### src/rtl/mp_icache_ctrl_if.sv
// -----------------------------------------------------------------------------
// mp_icache_ctrl_if
// Control bus between the cluster icache control unit (master) and the cache
// side responder (slave).
//   bypass_req / bypass_ack        : bypass mode request (level) and per-port
//                                    applied mode ([NB_CORES] = refill engine)
//   flush_req / flush_ack          : full flush, 4-phase handshake
//   sel_flush_req / _addr / _ack   : selective (single address) flush, 4-phase
//   ctrl_clear_regs / _enable_regs : performance counter clear / enable
//   global_*_count / bank_*_count  : hit / transaction / miss counters
// -----------------------------------------------------------------------------
interface mp_icache_ctrl_if #(
  parameter int NB_CORES = 4
);
  logic                          bypass_req;
  logic [NB_CORES:0]             bypass_ack;
  logic                          flush_req;
  logic                          flush_ack;
  logic                          sel_flush_req;
  logic [31:0]                   sel_flush_addr;
  logic                          sel_flush_ack;
  logic                          ctrl_clear_regs;
  logic                          ctrl_enable_regs;
  logic [31:0]                   global_hit_count;
  logic [31:0]                   global_trans_count;
  logic [31:0]                   global_miss_count;
  logic [NB_CORES-1:0][31:0]     bank_hit_count;
  logic [NB_CORES-1:0][31:0]     bank_trans_count;
  logic [NB_CORES-1:0][31:0]     bank_miss_count;

  modport master (
    output bypass_req, flush_req, sel_flush_req, sel_flush_addr,
           ctrl_clear_regs, ctrl_enable_regs,
    input  bypass_ack, flush_ack, sel_flush_ack,
           global_hit_count, global_trans_count, global_miss_count,
           bank_hit_count, bank_trans_count, bank_miss_count
  );

  modport slave (
    input  bypass_req, flush_req, sel_flush_req, sel_flush_addr,
           ctrl_clear_regs, ctrl_enable_regs,
    output bypass_ack, flush_ack, sel_flush_ack,
           global_hit_count, global_trans_count, global_miss_count,
           bank_hit_count, bank_trans_count, bank_miss_count
  );
endinterface

### src/rtl/mp_icache_ctrl_responder.sv
// -----------------------------------------------------------------------------
// mp_icache_ctrl_responder
// Cache-side end of the multi-port icache control bus. Applies bypass mode per
// fetch port once that port is idle, sequences full and selective flushes onto
// the tag-array invalidation port while stalling fetch, returns the 4-phase
// acks, and keeps saturating per-bank and global performance counters.
// Ports:
//   clk_i, rst_ni       : clock, asynchronous active-low reset
//   ctrl                : control bus (slave side)
//   core_idle_i         : per port (incl. refill engine) no outstanding access
//   bank_*_i            : one-cycle hit / transaction / miss pulses per bank
//   bypass_en_o         : bypass mode driven to each port
//   fetch_stall_o       : stall all fetch ports while invalidating
//   inval_req_o/_sel_o  : invalidation request; sel 0 = set, 1 = address
//   inval_set_o/_addr_o : set index / address to invalidate
//   inval_gnt_i         : invalidation accepted this cycle
// -----------------------------------------------------------------------------
module mp_icache_ctrl_responder #(
  parameter  int NB_CORES = 4,
  parameter  int NB_SETS  = 64,
  localparam int SET_W    = $clog2(NB_SETS)
) (
  input  logic                 clk_i,
  input  logic                 rst_ni,
  mp_icache_ctrl_if.slave      ctrl,
  input  logic [NB_CORES:0]    core_idle_i,
  input  logic [NB_CORES-1:0]  bank_hit_i,
  input  logic [NB_CORES-1:0]  bank_trans_i,
  input  logic [NB_CORES-1:0]  bank_miss_i,
  output logic [NB_CORES:0]    bypass_en_o,
  output logic                 fetch_stall_o,
  output logic                 inval_req_o,
  output logic                 inval_sel_o,
  output logic [SET_W-1:0]     inval_set_o,
  output logic [31:0]          inval_addr_o,
  input  logic                 inval_gnt_i
);

  typedef enum logic [2:0] {S_IDLE, S_SWEEP, S_SEL, S_DONE_F, S_DONE_S} state_e;

  localparam logic [SET_W-1:0] LAST_SET = SET_W'(NB_SETS - 1);
  localparam int               N_GRP    = 3;  // 0 = hit, 1 = trans, 2 = miss

  state_e                               r_state;
  logic [SET_W-1:0]                     r_set_cnt;
  logic [31:0]                          r_inval_addr;
  logic                                 r_inval_req;
  logic                                 r_inval_sel;
  logic                                 r_fetch_stall;
  logic                                 r_flush_ack;
  logic                                 r_sel_ack;
  logic [NB_CORES:0]                    r_bypass_en;
  logic [N_GRP-1:0][NB_CORES-1:0][31:0] r_bank;
  logic [N_GRP-1:0][31:0]               r_glob;
  logic [N_GRP-1:0][NB_CORES-1:0]       w_ev;

  assign w_ev = {bank_miss_i, bank_trans_i, bank_hit_i};

  function automatic logic [31:0] sat_add(input logic [31:0] a, input logic [31:0] inc);
    logic [32:0] s;
    s = {1'b0, a} + {1'b0, inc};
    return s[32] ? '1 : s[31:0];
  endfunction

  // Flush sequencer. Outputs are registered next to the state so the
  // invalidation port sees glitch-free, stable values while waiting for grant.
  // NOTE: the reset branch is asynchronous, so an abort mid-flush drops the
  // request, stall and acks immediately rather than at the next edge.
  always_ff @(posedge clk_i or negedge rst_ni) begin : flush_fsm
    if (!rst_ni) begin
      r_state       <= S_IDLE;
      r_set_cnt     <= '0;
      r_inval_addr  <= '0;
      r_inval_req   <= 1'b0;
      r_inval_sel   <= 1'b0;
      r_fetch_stall <= 1'b0;
      r_flush_ack   <= 1'b0;
      r_sel_ack     <= 1'b0;
    end else begin
      // NOTE: non-blocking assignments keep every register reading the values
      // from before this edge, independent of statement order.
      case (r_state)
        S_IDLE: begin
          // Full flush wins a tie; a pending selective request is still high
          // when the full flush handshake completes and is served then.
          if (ctrl.flush_req) begin
            r_state       <= S_SWEEP;
            r_set_cnt     <= '0;
            r_inval_sel   <= 1'b0;
            r_inval_req   <= 1'b1;
            r_fetch_stall <= 1'b1;
          end else if (ctrl.sel_flush_req) begin
            r_state       <= S_SEL;
            r_inval_addr  <= ctrl.sel_flush_addr;
            r_inval_sel   <= 1'b1;
            r_inval_req   <= 1'b1;
            r_fetch_stall <= 1'b1;
          end
        end
        S_SWEEP: begin
          if (inval_gnt_i) begin
            if (r_set_cnt == LAST_SET) begin
              r_state       <= S_DONE_F;
              r_set_cnt     <= '0;
              r_inval_req   <= 1'b0;
              r_fetch_stall <= 1'b0;
              r_flush_ack   <= 1'b1;
            end else begin
              r_set_cnt <= r_set_cnt + SET_W'(1);
            end
          end
        end
        S_SEL: begin
          if (inval_gnt_i) begin
            r_state       <= S_DONE_S;
            r_inval_req   <= 1'b0;
            r_inval_sel   <= 1'b0;
            r_fetch_stall <= 1'b0;
            r_sel_ack     <= 1'b1;
          end
        end
        S_DONE_F: begin
          if (!ctrl.flush_req) begin
            r_state     <= S_IDLE;
            r_flush_ack <= 1'b0;
          end
        end
        S_DONE_S: begin
          if (!ctrl.sel_flush_req) begin
            r_state   <= S_IDLE;
            r_sel_ack <= 1'b0;
          end
        end
        default: begin
          r_state       <= S_IDLE;
          r_inval_req   <= 1'b0;
          r_fetch_stall <= 1'b0;
          r_flush_ack   <= 1'b0;
          r_sel_ack     <= 1'b0;
        end
      endcase
    end
  end

  // An idle port adopts the requested mode; a busy port keeps its old mode,
  // so a request that toggles back before the port idles leaves no trace.
  always_ff @(posedge clk_i or negedge rst_ni) begin : bypass_apply
    if (!rst_ni) begin
      r_bypass_en <= '0;
    end else begin
      r_bypass_en <= (core_idle_i & {(NB_CORES+1){ctrl.bypass_req}}) |
                     (~core_idle_i & r_bypass_en);
    end
  end

  // Global counters add the event popcount of all banks; both saturate
  // independently, so they only disagree with the bank sum after saturation.
  always_ff @(posedge clk_i or negedge rst_ni) begin : perf_counters
    if (!rst_ni) begin
      r_bank <= '0;
      r_glob <= '0;
    end else if (ctrl.ctrl_clear_regs) begin
      r_bank <= '0;
      r_glob <= '0;
    end else if (ctrl.ctrl_enable_regs) begin
      for (int g = 0; g < N_GRP; g++) begin
        for (int i = 0; i < NB_CORES; i++) begin
          r_bank[g][i] <= sat_add(r_bank[g][i], 32'(w_ev[g][i]));
        end
        r_glob[g] <= sat_add(r_glob[g], 32'($countones(w_ev[g])));
      end
    end
  end

  assign ctrl.bypass_ack         = r_bypass_en;
  assign ctrl.flush_ack          = r_flush_ack;
  assign ctrl.sel_flush_ack      = r_sel_ack;
  assign ctrl.bank_hit_count     = r_bank[0];
  assign ctrl.bank_trans_count   = r_bank[1];
  assign ctrl.bank_miss_count    = r_bank[2];
  assign ctrl.global_hit_count   = r_glob[0];
  assign ctrl.global_trans_count = r_glob[1];
  assign ctrl.global_miss_count  = r_glob[2];

  assign bypass_en_o   = r_bypass_en;
  assign fetch_stall_o = r_fetch_stall;
  assign inval_req_o   = r_inval_req;
  assign inval_sel_o   = r_inval_sel;
  assign inval_set_o   = r_set_cnt;
  assign inval_addr_o  = r_inval_addr;

endmodule

### src/flat_wrapper.sv
// flat-port wrapper written by rule: the top's interface ports become plain ports
module mp_icache_ctrl_responder_flat 
#(
  parameter  int NB_CORES = 4,
  parameter  int NB_SETS  = 64,
  localparam int SET_W    = $clog2(NB_SETS)
)
  (clk_i, rst_ni, core_idle_i, bank_hit_i, bank_trans_i, bank_miss_i, bypass_en_o, fetch_stall_o, inval_req_o, inval_sel_o, inval_set_o, inval_addr_o, inval_gnt_i, ctrl_bypass_req, ctrl_flush_req, ctrl_sel_flush_req, ctrl_sel_flush_addr, ctrl_ctrl_clear_regs, ctrl_ctrl_enable_regs, ctrl_bypass_ack, ctrl_flush_ack, ctrl_sel_flush_ack, ctrl_global_hit_count, ctrl_global_trans_count, ctrl_global_miss_count, ctrl_bank_hit_count, ctrl_bank_trans_count, ctrl_bank_miss_count);
  mp_icache_ctrl_if #(.NB_CORES(NB_CORES)) ctrl_i ();
  input  logic clk_i;
  input  logic rst_ni;
  input  logic [NB_CORES:0] core_idle_i;
  input  logic [NB_CORES-1:0] bank_hit_i;
  input  logic [NB_CORES-1:0] bank_trans_i;
  input  logic [NB_CORES-1:0] bank_miss_i;
  output logic [NB_CORES:0] bypass_en_o;
  output logic fetch_stall_o;
  output logic inval_req_o;
  output logic inval_sel_o;
  output logic [SET_W-1:0] inval_set_o;
  output logic [31:0] inval_addr_o;
  input  logic inval_gnt_i;
  input wire logic [$bits(ctrl_i.bypass_req)-1:0] ctrl_bypass_req;
  input wire logic [$bits(ctrl_i.flush_req)-1:0] ctrl_flush_req;
  input wire logic [$bits(ctrl_i.sel_flush_req)-1:0] ctrl_sel_flush_req;
  input wire logic [$bits(ctrl_i.sel_flush_addr)-1:0] ctrl_sel_flush_addr;
  input wire logic [$bits(ctrl_i.ctrl_clear_regs)-1:0] ctrl_ctrl_clear_regs;
  input wire logic [$bits(ctrl_i.ctrl_enable_regs)-1:0] ctrl_ctrl_enable_regs;
  output wire logic [$bits(ctrl_i.bypass_ack)-1:0] ctrl_bypass_ack;
  output wire logic [$bits(ctrl_i.flush_ack)-1:0] ctrl_flush_ack;
  output wire logic [$bits(ctrl_i.sel_flush_ack)-1:0] ctrl_sel_flush_ack;
  output wire logic [$bits(ctrl_i.global_hit_count)-1:0] ctrl_global_hit_count;
  output wire logic [$bits(ctrl_i.global_trans_count)-1:0] ctrl_global_trans_count;
  output wire logic [$bits(ctrl_i.global_miss_count)-1:0] ctrl_global_miss_count;
  output wire logic [$bits(ctrl_i.bank_hit_count)-1:0] ctrl_bank_hit_count;
  output wire logic [$bits(ctrl_i.bank_trans_count)-1:0] ctrl_bank_trans_count;
  output wire logic [$bits(ctrl_i.bank_miss_count)-1:0] ctrl_bank_miss_count;
  assign ctrl_i.bypass_req = ctrl_bypass_req;
  assign ctrl_i.flush_req = ctrl_flush_req;
  assign ctrl_i.sel_flush_req = ctrl_sel_flush_req;
  assign ctrl_i.sel_flush_addr = ctrl_sel_flush_addr;
  assign ctrl_i.ctrl_clear_regs = ctrl_ctrl_clear_regs;
  assign ctrl_i.ctrl_enable_regs = ctrl_ctrl_enable_regs;
  assign ctrl_bypass_ack = ctrl_i.bypass_ack;
  assign ctrl_flush_ack = ctrl_i.flush_ack;
  assign ctrl_sel_flush_ack = ctrl_i.sel_flush_ack;
  assign ctrl_global_hit_count = ctrl_i.global_hit_count;
  assign ctrl_global_trans_count = ctrl_i.global_trans_count;
  assign ctrl_global_miss_count = ctrl_i.global_miss_count;
  assign ctrl_bank_hit_count = ctrl_i.bank_hit_count;
  assign ctrl_bank_trans_count = ctrl_i.bank_trans_count;
  assign ctrl_bank_miss_count = ctrl_i.bank_miss_count;
  mp_icache_ctrl_responder #(.NB_CORES(NB_CORES), .NB_SETS(NB_SETS)) u_core (.clk_i(clk_i), .rst_ni(rst_ni), .ctrl(ctrl_i), .core_idle_i(core_idle_i), .bank_hit_i(bank_hit_i), .bank_trans_i(bank_trans_i), .bank_miss_i(bank_miss_i), .bypass_en_o(bypass_en_o), .fetch_stall_o(fetch_stall_o), .inval_req_o(inval_req_o), .inval_sel_o(inval_sel_o), .inval_set_o(inval_set_o), .inval_addr_o(inval_addr_o), .inval_gnt_i(inval_gnt_i));
endmodule
### config.mk
export PLATFORM = sky130hd
export DESIGN_NAME = mp_icache_ctrl_responder_flat
export DESIGN_NICKNAME = d
export VERILOG_FILES = /design/src/rtl/mp_icache_ctrl_if.sv /design/src/rtl/mp_icache_ctrl_responder.sv /design/src/flat_wrapper.sv
export SDC_FILE = /design/constraint.sdc
export NUM_CORES = 1
export LEC_CHECK = 0
export CAP_MARGIN = 5
export CORE_ASPECT_RATIO = 0.8
export CORE_MARGIN = 2
export CORE_UTILIZATION = 60
export CTS_BUF_LIST = sky130_fd_sc_hd__clkbuf_16
export DETAILED_ROUTE_END_ITERATION = 16
export DONT_BUFFER_PORTS = 1
export PLACE_DENSITY = 0.85
export SETUP_SLACK_MARGIN = 0.2
export SYNTH_ARGS = -nofsm -noshare
export SYNTH_HDL_FRONTEND = slang
export SYNTH_SLANG_ARGS = --single-unit
### constraint.sdc
create_clock -name clk_i -period 4.8 [get_ports clk_i]
set_input_delay 0.48 -clock clk_i [delete_from_list [all_inputs] [get_ports clk_i]]
set_output_delay 0.48 -clock clk_i [all_outputs]
set_load 0.005 [all_outputs]
==> summary.json <==
{
  "comb_power_share": {"value": 7.0, "unit": "%"},
  "gp_congestion": {"value": 0.976},
  "worstSkewPairLatency": {"value": 0.61, "unit": "ns"},
  "critical_path_class": {"value": "in -> reg"},
  "synthesis.yosys.warnings": {"value": 0},
  "postCtsSetupRepairBufs": {"value": 0},
  "track_usage": {"value": 36.8, "unit": "%"},
  "cellLeakagePower": {"value": 0.0129, "unit": "uW"},
  "cellPowerDensity": {"value": 310, "unit": "nW/um^2"},
  "synthFlopType": {"value": "dfrtp_1"},
  "sequential_element_share_of_the_synthesized_area": {"value": 43.8, "unit": "%"},
  "detail-route-antenna-nets": {"value": 0},
  "swShare": {"value": 25.3, "unit": "%"},
  "nNetsFinal": {"value": 3355},
  "floorplan.die.height": {"value": 205, "unit": "um"},
  "grt_start_max_net_pins": {"value": 531},
  "max_slew.worst_pin.slew": {"value": 1.56, "unit": "ns"},
  "max-cap-violations": {"value": 0},
  "drt_iter0_markers": {"value": 3643},
  "die_area": {"value": 52300, "unit": "um^2"},
  "ys_ff_latch": {"value": 530},
  "io_buffer_count": {"value": 0},
  "multi_input_area": {"value": 15900, "unit": "um^2"},
  "totalWireLength": {"value": 100000, "unit": "um"},
  "viasPerCell": {"value": 7.41},
  "critical_path_required": {"value": 5.27, "unit": "ns"},
  "postSynth.asyncResetShare": {"value": 100, "unit": "%"},
  "grt_first_pass_wirelength": {"value": 154000, "unit": "um"},
  "synth_top_cell_by_area": {"value": "dfrtp_1"},
  "clock_power_share": {"value": 43.8, "unit": "%"},
  "drc": {"value": 0},
  "antenna_found_initial": {"value": 5},
  "synth_enable_flop_cells": {"value": 0},
  "cp_max_fo": {"value": 9},
  "reg2reg_setup_slack": {"value": 1.32, "unit": "ns"},
  "std_cell_rows": {"value": 73},
  "irDropWorstVdd": {"value": 0.294, "unit": "mV"},
  "cts-htree-levels": {"value": 2},
  "synth.top_cells.by_area": {"value": "dfrtp_1, nor2_1, a211oi_1"},
  "drive_above_1_share": {"value": 6.53, "unit": "%"},
  "areaGrowthSynthToFinish": {"value": 6.69, "unit": "%"},
  "slew-limit-headroom": {"value": -3.90, "unit": "%"},
  "p_int": {"value": 7470, "unit": "uW"},
  "regArea": {"value": 13300, "unit": "um^2"},
  "start_kind": {"value": "input port"},
  "violations": {"value": "negative hold slack, max-slew violations"},
  "worst_r2r_endpoint": {"value": "u_core.ctrl.bank_trans_count[41]"},
  "synthesis.instances": {"value": 3377},
  "p_sw": {"value": 2540, "unit": "uW"},
  "outcome": {"value": "finished with violations"},
  "tritoncts": {"value": "yes"},
  "clock_pin_slew_worst_setup_and_hold_paths": {"value": 0.06, "unit": "ns"},
  "beginning_of_the_worst_register_to_register_path": {"value": "u_core.ctrl.bank_trans_count[32]"},
  "rsz0062_at_grt": {"value": "false"},
  "timing.setup.tns": {"value": 0, "unit": "ns"},
  "postCtsHoldBufs": {"value": 8},
  "cts_repair_resize_count": {"value": 0},
  "drtPass1Iterations": {"value": 9},
  "core_area": {"value": 49800, "unit": "um^2"},
  "via_count_of_the_first_global_routing_pass": {"value": 27600},
  "slew_violations": {"value": 64},
  "syn_nets": {"value": 3483},
  "achievable-frequency": {"value": 276, "unit": "MHz"},
  "pwr-share-seq": {"value": 49.3, "unit": "%"},
  "finalCriticalPeriod": {"value": 3.63, "unit": "ns"},
  "number_of_distinct_library_cells_after_synthesis": {"value": 88},
  "via_count": {"value": 29500},
  "finalSetupViolCount": {"value": 0},
  "worstHoldPathType": {"value": "in -> async"},
  "ioPinCount": {"value": 590},
  "tritoncts_num_sinks": {"value": 530},
  "cts_buffer_count": {"value": 55},
  "placed_cell_area": {"value": 30400, "unit": "um^2"},
  "die_span_in_x": {"value": 255, "unit": "um"},
  "cts-root-to-sink-buffers": {"value": 3},
  "routed_length_per_placed_instance": {"value": 25.2, "unit": "um"},
  "dp_hpwl": {"value": 66300, "unit": "um"},
  "final_cell_area": {"value": 32300, "unit": "um^2"},
  "skew": {"value": 0.0192, "unit": "ns"},
  "sum_of_overflow_across_all_layers_after_global_routing": {"value": 0},
  "final.period_utilization": {"value": 75.6, "unit": "%"},
  "hold_ws": {"value": -0.440, "unit": "ns"},
  "r2r.worst_path.cells": {"value": 7},
  "start_util": {"value": 60.9, "unit": "%"},
  "synthesis.area_per_instance": {"value": 8.97, "unit": "um^2"},
  "nFillCells": {"value": 3889},
  "synth_largest_type_area_fraction": {"value": 43.8, "unit": "%"},
  "end_kind": {"value": "register"},
  "crit_arrival": {"value": 4.10, "unit": "ns"},
  "report.final.hold_viol_count": {"value": 530},
  "synth_area": {"value": 30300, "unit": "um^2"},
  "clk_root_buffer_cell": {"value": "clkbuf_16"}
}
-- cell type report --
type | instances | area share [%]
antenna | 4 | 0.0310
clock buffer | 57 | 4.41
clock inverter | 46 | 1.20
inverter | 78 | 0.914
multi-input combinational | 2560 | 49.1
sequential | 530 | 41.0
tap | 675 | 2.61
timing repair buffer | 24 | 0.705
-- worst max-delay path: stages --
cell,delay [ns]
ha_1,0.29
ha_1,0.21
fa_1,0.51
inv_1,0.07
fa_1,0.42
nand2b_1,0.19
a2111o_1,0.57
nor4_1,0.60
buf_4,0.28
nor4_1,0.07
a2111oi_0,0.39
-- cell families after synthesis --
family	Yosys count	share of synthesized area (%)
DFF	530	43.8
muxes	86	3.00
AOI/OAI and AO/OA	791	18.0
xor gates and xnor gates	10	0.289
adders and majority gates	49	2.17
and+or+nand+nor	1624	28.8
buffers and inverters	287	3.89
-- power by group through the flow --
| stage | Clock, uW | Combinational [uW] | Sequential (uW) |
|---|---|---|---|
| global placement | 0 | 590 | 4980 |
| detailed placement | 0 | 637 | 5000 |
| CTS | 4400 | 692 | 4920 |
| global route | 4590 | 773 | 4960 |
| floorplan | 0 | 627 | 4890 |
| finish | 4380 | 699 | 4930 |
-- metrics by stage --
stage | instances | utilization (%) | power, uW | hold slack [ns] | setup WS (ns)
2_1_floorplan | 3377 | - | 5520 | 0.184 | 1.05
3_3_place_gp | 3859 | 61.0 | 5570 | 0.198 | 0.833
3_5_place_dp | 3859 | 61.0 | 5640 | 0.197 | 0.597
4_1_cts | 3970 | 64.9 | 10000 | -0.453 | 1.24
5_1_grt | 3973 | 64.9 | 10300 | -0.459 | 0.931
6_report | 3974 | 64.9 | 10000 | -0.440 | 1.17
-- layout by cell type (no fill, tap or decap), types with 106 or more instances in the layout --
cell type  Yosys  final
dfrtp_1      530    530
nor2_1       402    402
nor3_1       200    200
nand2_1      197    197
nand3_1      173    173
nand4_1      165    165
a211oi_1     139    139
a31oi_1      136    136
o21ai_0      136    136
a21oi_1      130    130
and3_1       121    121
nor4_1       108    106
-- how the worst max path moves through the flow --
stage / to / slack (ns) / start
2_1_floorplan: u_core.ctrl.global_trans_count[30] / 1.05 / bank_trans_i[2]
3_3_place_gp: u_core.ctrl.global_trans_count[15] / 0.83 / bank_trans_i[2]
3_5_place_dp: u_core.ctrl.global_trans_count[15] / 0.60 / bank_trans_i[2]
4_1_cts: u_core.ctrl.global_trans_count[15] / 1.24 / bank_trans_i[2]
5_1_grt: u_core.ctrl.global_trans_count[15] / 0.93 / bank_trans_i[2]
6_report: u_core.ctrl.global_trans_count[15] / 1.17 / bank_trans_i[2]
-- state kept, by name, indices dropped and copies added (netlist names), 6 cells and up, named ones only --
signal / cells
u_core.ctrl.bank_hit_count: 128
u_core.ctrl.bank_miss_count: 128
u_core.ctrl.bank_trans_count: 128
u_core.ctrl.global_hit_count: 32
u_core.ctrl.global_miss_count: 32
u_core.ctrl.global_trans_count: 32
u_core.inval_addr_o: 32
u_core.inval_set_o: 6
-- synth_stat cells (10+ instances only) --
master    count
dfrtp_1     530
nor2_1      402
nor3_1      200
nand2_1     197
nand3_1     173
nand4_1     165
clkbuf_1    154
a211oi_1    139
a31oi_1     136
o21ai_0     136
a21oi_1     130
and3_1      121
nor4_1      108
and4_1      104
inv_1        77
mux2i_1      47
ha_1         43
a311oi_1     40
mux2_2       39
a41oi_1      36
and2_1       31
buf_2        22
or3_1        19
o211a_1      18
a41o_1       16
buf_1        16
nor2b_1      16
or4_1        14
o21a_1       13
o221a_2      13
o31a_1       13
a21o_1       11
a221oi_1     11
o22ai_1      11
or2_2        11
nor4_2       10
-- metal layers --
metal | routed length [um] | track usage, %
met1 | 36000 | 44.8
met2 | 44700 | 56.5
met3 | 13200 | 13.4
met4 | 6230 | 21.4
met5 | 19 | 0
Note: power is estimated with default switching activity, not from simulation.
